<file path="config.mk">
export PLATFORM = sky130hd
export DESIGN_NAME = dsp_mac_stream
export DESIGN_NICKNAME = d
export VERILOG_FILES = /design/src/rtl/dsp_pkg.sv /design/src/rtl/dsp_mac_acc.sv /design/src/rtl/dsp_mac_stream.sv
export SDC_FILE = /design/constraint.sdc
export NUM_CORES = 1
export LEC_CHECK = 0
export CAP_MARGIN = 20
export CELL_PAD_IN_SITES_DETAIL_PLACEMENT = 2
export CELL_PAD_IN_SITES_GLOBAL_PLACEMENT = 2
export CORE_UTILIZATION = 39
export DETAILED_ROUTE_END_ITERATION = 6
export PLACE_DENSITY_LB_ADDON = 0.15
export SLEW_MARGIN = 25
export SYNTH_ARGS = -nofsm -noshare
export SYNTH_HDL_FRONTEND = slang
export SYNTH_HIERARCHICAL = 1
export SYNTH_SLANG_ARGS = --single-unit
export TNS_END_PERCENT = 20
</file>
<file path="constraint.sdc">
create_clock -name clk -period 5.15 [get_ports clk]
set_input_delay 1.03 -clock clk [delete_from_list [all_inputs] [get_ports clk]]
set_output_delay 1.03 -clock clk [all_outputs]
set_load 0.02 [all_outputs]
</file>
<file path="src/rtl/dsp_pkg.sv">
// Shared constants and saturation-limit helpers for the streaming MAC.
package dsp_pkg;

  localparam int PIPE_DEPTH     = 4;
  localparam int OPERAND_STAGES = PIPE_DEPTH - 2;

  // Range limits returned as 64-bit patterns; callers truncate to their width.
  function automatic logic [63:0] sat_max(input int width, input bit is_signed);
    return is_signed ? (64'd1 << (width - 1)) - 64'd1 : (64'd1 << width) - 64'd1;
  endfunction

  function automatic logic [63:0] sat_min(input int width, input bit is_signed);
    return is_signed ? (64'd1 << (width - 1)) : 64'd0;
  endfunction

endpackage

</file>
<file path="src/rtl/dsp_mac_acc.sv">
// S4 accumulator: sums products over a vector, detects overflow per beat and
// keeps a sticky overflow flag that restarts with each vector's first beat.
module dsp_mac_acc
  import dsp_pkg::*;
#(
  parameter int PW       = 16,
  parameter int AW       = 24,
  parameter bit SIGNED   = 1'b1,
  parameter bit SATURATE = 1'b0
) (
  input  logic          clk,
  input  logic          rst,
  input  logic [PW-1:0] product,
  input  logic          valid,
  input  logic          last,
  input  logic          en,
  output logic [AW-1:0] sum,
  output logic          ovf,
  output logic          done
);

  localparam logic [AW-1:0] MAX_VAL = AW'(sat_max(AW, SIGNED));
  localparam logic [AW-1:0] MIN_VAL = AW'(sat_min(AW, SIGNED));

  logic          first_beat;
  logic [AW-1:0] base;
  logic [AW-1:0] p_ext;
  logic [AW:0]   wide;
  logic          over;
  logic [AW-1:0] result;

  always_comb begin
    base   = first_beat ? '0 : sum;
    p_ext  = '0;
    wide   = '0;
    over   = 1'b0;
    if (SIGNED) begin
      p_ext = AW'($signed(product));
      wide  = {base[AW-1], base} + {p_ext[AW-1], p_ext};
      over  = wide[AW] ^ wide[AW-1];
    end else begin
      p_ext = AW'(product);
      wide  = {1'b0, base} + {1'b0, p_ext};
      over  = wide[AW];
    end
    result = wide[AW-1:0];
    // wide[AW] holds the true sign, which picks the clamp direction
    if (SATURATE && over) begin
      if (SIGNED) result = wide[AW] ? MIN_VAL : MAX_VAL;
      else        result = MAX_VAL;
    end
  end

  always_ff @(posedge clk or posedge rst) begin
    if (rst) begin
      sum        <= '0;
      ovf        <= 1'b0;
      done       <= 1'b0;
      first_beat <= 1'b1;
    end else if (en) begin
      done <= valid & last;
      if (valid) begin
        sum        <= result;
        ovf        <= (first_beat ? 1'b0 : ovf) | over;
        first_beat <= last;
      end
    end
  end

endmodule

</file>
<file path="src/rtl/dsp_mac_stream.sv">
// Streaming multiply-accumulate: joins weight/activation streams, multiplies in a
// registered chain and emits one accumulated sum per tlast-framed vector.
module dsp_mac_stream
  import dsp_pkg::*;
#(
  parameter int WIDTH     = 8,
  parameter int ACC_WIDTH = 24,
  parameter bit SIGNED    = 1'b1,
  parameter bit SATURATE  = 1'b0
) (
  input  logic                 clk,
  input  logic                 rst,
  input  logic [WIDTH-1:0]     input_a_tdata,
  input  logic                 input_a_tvalid,
  output logic                 input_a_tready,
  input  logic                 input_a_tlast,
  input  logic [WIDTH-1:0]     input_b_tdata,
  input  logic                 input_b_tvalid,
  output logic                 input_b_tready,
  output logic [ACC_WIDTH-1:0] output_tdata,
  output logic                 output_tvalid,
  input  logic                 output_tready,
  output logic                 output_tuser
);

  localparam int PW = 2 * WIDTH;

  logic en;
  logic xfer;

  logic [WIDTH-1:0] op_a    [OPERAND_STAGES];
  logic [WIDTH-1:0] op_b    [OPERAND_STAGES];
  logic             op_valid[OPERAND_STAGES];
  logic             op_last [OPERAND_STAGES];

  logic [PW-1:0]    mult;
  logic [PW-1:0]    prod;
  logic             prod_valid;
  logic             prod_last;

  logic [ACC_WIDTH-1:0] acc_sum;
  logic                 acc_ovf;
  logic                 acc_done;

  // The whole pipe stalls as one unit, so a single enable covers every stage.
  assign en             = ~output_tvalid | output_tready;
  assign xfer           = input_a_tvalid & input_b_tvalid & en;
  assign input_a_tready = input_b_tvalid & en;
  assign input_b_tready = input_a_tvalid & en;

  always_ff @(posedge clk or posedge rst) begin
    if (rst) begin
      for (int i = 0; i < OPERAND_STAGES; i++) begin
        op_a[i]     <= '0;
        op_b[i]     <= '0;
        op_valid[i] <= 1'b0;
        op_last[i]  <= 1'b0;
      end
    end else if (en) begin
      op_a[0]     <= input_a_tdata;
      op_b[0]     <= input_b_tdata;
      op_valid[0] <= xfer;
      op_last[0]  <= input_a_tlast;
      for (int i = 1; i < OPERAND_STAGES; i++) begin
        op_a[i]     <= op_a[i-1];
        op_b[i]     <= op_b[i-1];
        op_valid[i] <= op_valid[i-1];
        op_last[i]  <= op_last[i-1];
      end
    end
  end

  always_comb begin
    if (SIGNED) mult = PW'($signed(op_a[OPERAND_STAGES-1])) * PW'($signed(op_b[OPERAND_STAGES-1]));
    else        mult = PW'(op_a[OPERAND_STAGES-1]) * PW'(op_b[OPERAND_STAGES-1]);
  end

  always_ff @(posedge clk or posedge rst) begin
    if (rst) begin
      prod       <= '0;
      prod_valid <= 1'b0;
      prod_last  <= 1'b0;
    end else if (en) begin
      prod       <= mult;
      prod_valid <= op_valid[OPERAND_STAGES-1];
      prod_last  <= op_last[OPERAND_STAGES-1];
    end
  end

  dsp_mac_acc #(
    .PW       (PW),
    .AW       (ACC_WIDTH),
    .SIGNED   (SIGNED),
    .SATURATE (SATURATE)
  ) u_acc (
    .clk     (clk),
    .rst     (rst),
    .product (prod),
    .valid   (prod_valid),
    .last    (prod_last),
    .en      (en),
    .sum     (acc_sum),
    .ovf     (acc_ovf),
    .done    (acc_done)
  );

  // A new sum may replace one being accepted in the same cycle without a bubble.
  always_ff @(posedge clk or posedge rst) begin
    if (rst) begin
      output_tdata  <= '0;
      output_tuser  <= 1'b0;
      output_tvalid <= 1'b0;
    end else if (en) begin
      if (acc_done) begin
        output_tdata  <= acc_sum;
        output_tuser  <= acc_ovf;
        output_tvalid <= 1'b1;
      end else begin
        output_tvalid <= 1'b0;
      end
    end
  end

endmodule

</file>
# Word-level counts from Yosys, hierarchy flattened
# Cells that the tools add are included.
op_classes:
  mul: 1
  muxes: 3
  n_addsub: 1
  n_reduce_logical: 2
  n_bitwise: 9
op_table:
  columns: ["operator", "n"]
  rows:
  - ["$add A24 B16 Y25", 1]
  - ["$mux W24", 1]
  - ["$mul A8 B8 Y16", 1]
  - ["$and A1 B1 Y1", 5]
  - ["$reduce_and A2 Y1", 2]
  - ["$mux W1", 2]
  - ["$or A1 B1 Y1", 2]
  - ["$not A1 Y1", 1]
  - ["$xor A1 B1 Y1", 1]
word_totals:
  register_bits: 107
  output_inout_bits: 28
  elab_cells: 34
  input_bits: 22

# Longest topological paths before layout
depth:
  word_depth: 4
  mapped_depth: 17
  ltp_nobuf: 17

# Hierarchy
# Netlist, hierarchy kept.
by_module_without_submodules:
  columns: ["module", "area_per_inst_um2", "seq_area_each_um2", "cells_each", "n_inst"]
  rows:
  - ["dsp_mac_stream", 5530.3, 2001.9, 564, 1]
  - ["dsp_mac_acc", 2565.0, 676.9, 303, 1]

# Worst setup path after synthesis
# Ideal clock, no wire load.
synth_timing:
  kind: "register -> register"
  start: "register op_a[7] (netlist name)"
  end: "register prod[14]"
  required_ns: 5.006
  arrival_ns: 4.052
  stages_incl_launch_ff: 15
  synth_period_minus_slack_ns: 4.196
  slack_ns: 0.954
  path_buffers: 0
  setup_time_ns: 0.144
  cell_sequence: "dfrtp_1 and2_1 fa_1 inv_1 fa_1 inv_1 fa_1 inv_1 fa_1 inv_1 ha_1 or3_1 o32ai_1 or3_1 a31oi_1"
synth_between:
  elab_chain_len: 1
synth_lines:
  columns: ["item", "line_no", "source"]
  rows:
  - ["start, declared", "dsp_mac_stream.sv:31", "logic [WIDTH-1:0] op_a [OPERAND_STAGES];"]
  - ["start signal, assigned by index", "dsp_mac_stream.sv:65", "op_a[i] <= op_a[i-1];"]
  - ["$mul A8 B8 Y16", "dsp_mac_stream.sv:74", "if (SIGNED) mult = PW'($signed(op_a[OPERAND_STAGES-1])) * PW'($signed(op_b[OPERAND_STAGES-1]));"]
  - ["end signal, assigned", "dsp_mac_stream.sv:84", "prod <= mult;"]
  - ["end, declared", "dsp_mac_stream.sv:37", "logic [PW-1:0] prod;"]
# Every way passes these cells.
# A chain may end at the register's enable or synchronous reset.

# Worst setup path in the final report
# Ends and elaborated chain as after synthesis.

==> Implementation_results.wiki <==
{| class="wikitable"
! Metric !! Value
|-
| Gate count after technology mapping || 867
|-
| Area of the die || 21300 µm²
|-
| Final estimated routing congestion in global placement || 0.873
|-
| Post-Syn Area per Cell || 9.34 µm²
|-
| Type of element launching the critical path || flop
|-
| Setup slack of the most critical reg-to-reg path || 490 ps
|-
| Total number of placement rows || 52
|-
| Quantity of I/O buffers inserted on ports || 49
|-
| Number of distinct library cell variants in the gate-level netlist after synthesis || 76
|-
| Iteration-0 DRC count of the detailed router || 122
|-
| Number of max-cap violations || 0
|-
| Capture point of the worst reg-to-reg path || prod[14]
|-
| Reg clk slew, reported paths || 80 ps
|-
| Global-route wire length before repair || 38100 µm
|-
| Ys async rst share || 100%
|-
| Number of global-route vias before repair || 7230
|-
| Antenna violations before repair || 0
|-
| Slew @ Worst Pin || 768 ps
|-
| Fin util || 45.0%
|-
| Biggest area consumer among synthesized cells || sky130_fd_sc_hd__dfrtp_1
|-
| DP Wirelength || 17100 µm
|-
| Path category of the worst min-delay check || flop to flop
|-
| Maximum buffer depth of the clock tree || 2
|-
| Clk Tree Root Cell || sky130_fd_sc_hd__clkbuf_16
|-
| Total count of max-transition violations in the final report || 0
|-
| Data required time of the critical path || 5370 ps
|-
| Pin count of the biggest net entering global routing || 57
|-
| Post-route antenna net violation count || 0
|-
| Worst hold slack || 473 ps
|-
| Chip Width || 146 µm
|-
| Core Footprint || 20300 µm²
|-
| Antenna Cells || 0
|-
| Endpoint of the worst hold path || op_a[13]
|-
| Number of synthesized flops with an enable pin || 0
|-
| Commonest register cell after synthesis || sky130_fd_sc_hd__dfrtp_1
|-
| Sinks on Clock Net || 107
|-
| Initial core utilization || 39.9%
|-
| Number of buffers inserted during clock tree synthesis || 9
|-
| Worst R2R Path Depth || 14
|-
| Total of hold buffers inserted after clock tree synthesis || 0
|-
| Net total in the final layout || 1036
|-
| Final count of hold timing violations || 0
|-
| Final-layout setup total negative slack || 0 ps
|-
| Data arrival time of the worst path || 4880 ps
|-
| GRT overflow || 0
|-
| Die span in y || 146 µm
|-
| Status || finished clean
|-
| Leading cell types by total area after synthesis || sky130_fd_sc_hd__dfrtp_1 33%, sky130_fd_sc_hd__fa_1 14%, sky130_fd_sc_hd__nand2_1 8.7%
|-
| Largest fanout on the critical path || 9
|-
| Crit. End Element || flop
|-
| Fraction of layout instances using a drive strength above 1 || 7.58%
|-
| Part of the Yosys area used for sequential elements || 33.1%
|-
| Final routed wire length divided by cell count || 19.0 µm
|-
| Number of warning messages in the yosys log || 6
|-
| TritonCTS clock tree || done
|-
| Highest-count cells in the layout ignoring fill and taps || 187 x sky130_fd_sc_hd__nand2_1, 106 x sky130_fd_sc_hd__dfrtp_1, 93 x sky130_fd_sc_hd__inv_1
|-
| Clock latency on the worst-skew pair || 360 ps
|-
| Htree depth || 3
|-
| Final instance count without filler cells || 1180
|-
| Most common library cell in the layout ignoring fill and taps || sky130_fd_sc_hd__nand2_1
|-
| Vias after detailed routing || 6221
|-
| Post-synthesis to final-layout area growth || 12.9%
|-
| Min Clock Period, post-route || 4660 ps
|-
| Number of ports placed on the die boundary || 50
|-
| Total track usage || 22.5%
|-
| Type of the setup path with the least slack || flop to flop
|-
| Final setup violating endpoints || 0
|-
| RSZ-0062 raised after global routing || no
|-
| Worst R2R Start || op_a[7]
|-
| Portion of synthesized cell area occupied by the leading cell type || 32.8%
|-
| Routed wire length || 22400 µm
|-
| Achievable clock frequency || 215 MHz
|-
| Remaining routing DRC violations || 0
|-
| PostCTS Resize Cnt || 0
|-
| Number of iterations in the first detailed-routing pass || 4
|-
| Worst hold start || op_a[13]
|-
| Hold Crit Depth || 2
|-
| Post-Syn Nets || 998
|-
| Post-Route Skew || 13.8 ps
|-
| Ratio of routed vias to standard cells || 5.27
|-
| Worst slew margin relative to its limit || 48.7%
|-
| Cell count after placement || 1164
|-
| Portion of the clock cycle consumed by the worst path in the final layout || 90.5%
|-
| Cell area after synthesis || 8100 µm²
|-
| Number of synthesized register bits || 107
|-
| Post-CTS setup repair buffer count || 0
|}
==> metal layers <==
layer / GRT usage, % / part of all wire [%] / vias to the layer above
met2: 41.6 / 53 / 88
met3: 2.81 / 1.9 / 25
met5: 0 / 0 / -
met1: 27.2 / 43 / 3187
li1: - / - / 2921
met4: 6.61 / 2.0 / 0
==> cell usage after synthesis, types with 5 or more instances <==
| library cell | number |
|---|---|
| sky130_fd_sc_hd__and2_1 | 48 |
| sky130_fd_sc_hd__o21ai_1 | 7 |
| sky130_fd_sc_hd__buf_4 | 5 |
| sky130_fd_sc_hd__nor2_1 | 15 |
| sky130_fd_sc_hd__mux2_2 | 17 |
| sky130_fd_sc_hd__or3_1 | 6 |
| sky130_fd_sc_hd__xor2_1 | 9 |
| sky130_fd_sc_hd__o21ai_0 | 35 |
| sky130_fd_sc_hd__buf_1 | 6 |
| sky130_fd_sc_hd__a21oi_1 | 24 |
| sky130_fd_sc_hd__nor3_1 | 9 |
| sky130_fd_sc_hd__nand2_1 | 188 |
| sky130_fd_sc_hd__ha_1 | 53 |
| sky130_fd_sc_hd__fa_1 | 56 |
| sky130_fd_sc_hd__inv_1 | 94 |
| sky130_fd_sc_hd__clkbuf_1 | 11 |
| sky130_fd_sc_hd__o211ai_2 | 5 |
| sky130_fd_sc_hd__o21a_1 | 8 |
| sky130_fd_sc_hd__nand3_1 | 9 |
| sky130_fd_sc_hd__mux2_1 | 9 |
| sky130_fd_sc_hd__a21o_1 | 15 |
| sky130_fd_sc_hd__xnor2_1 | 15 |
| sky130_fd_sc_hd__dfrtp_1 | 106 |
| sky130_fd_sc_hd__a211oi_1 | 6 |
| sky130_fd_sc_hd__nor2b_1 | 31 |
==> worst max-delay path, stage by stage, from the launching register on <==
cell                      delay [ps]
sky130_fd_sc_hd__dfrtp_1         490
sky130_fd_sc_hd__and2_1          270
sky130_fd_sc_hd__fa_1            580
sky130_fd_sc_hd__inv_1           160
sky130_fd_sc_hd__fa_1            580
sky130_fd_sc_hd__inv_1            60
sky130_fd_sc_hd__fa_1            530
sky130_fd_sc_hd__inv_1            60
sky130_fd_sc_hd__fa_1            530
sky130_fd_sc_hd__inv_1            40
sky130_fd_sc_hd__ha_1            250
sky130_fd_sc_hd__or3_1           420
sky130_fd_sc_hd__o32ai_1         300
sky130_fd_sc_hd__or3_1           160
sky130_fd_sc_hd__a31oi_1          70
==> final cells by class <==
| class | instances | area (µm²) |
|---|---|---|
| flip-flops and latches | 107 | 2680 |
| clock buffers | 9 | 225 |
| well taps | 270 | 338 |
| repair buffers | 54 | 528 |
| clock inverters | 7 | 82.6 |
| inverters | 96 | 362 |
| fillers | 2240 | 11200 |
| multi-input cells | 637 | 4920 |
==> kinds of logic after synthesis <==
group / after synthesis / share of synthesized area (%)
AO/OA/AOI/OAI: 144 / 12.8
XOR/XNOR: 24 / 2.60
adder cells (fa/ha/maj): 109 / 22.0
buffers and inverters: 123 / 6.20
flip-flops: 107 / 33.1
multiplexers: 27 / 3.74
AND/OR/NAND/NOR: 333 / 19.5
==> state kept, by name, indices dropped and copies added, names as in the netlist, 2 cells and up <==
signal / flops
op_last: 2
u_acc/sum: 24
op_valid: 2
op_b: 16
prod: 16
op_a: 16
output_tdata: 24
==> worst max path at each step <==
| stage | from | to | slack, ps | depth (start not counted) |
|---|---|---|---|---|
| after global placement | op_a[7] | prod[14] | 750 | 14 |
| after floorplan | op_a[7] | prod[14] | 950 | 14 |
| after global routing | op_a[7] | prod[14] | 300 | 14 |
| after CTS | op_a[7] | prod[14] | 450 | 14 |
| final | op_a[7] | prod[14] | 490 | 14 |
| after detailed placement | op_a[7] | prod[14] | 540 | 14 |
==> per-stage QoR <==
step	setup slack (ps)	area, µm²
after floorplan	954	8100
after global placement	751	8830
after detailed placement	539	8830
after CTS	453	9140
after global routing	297	9140
final	490	9140
Power is left out: the tool's default activity adds up to more than one toggle a clock period on the data nets, which glitch-free logic cannot reach.
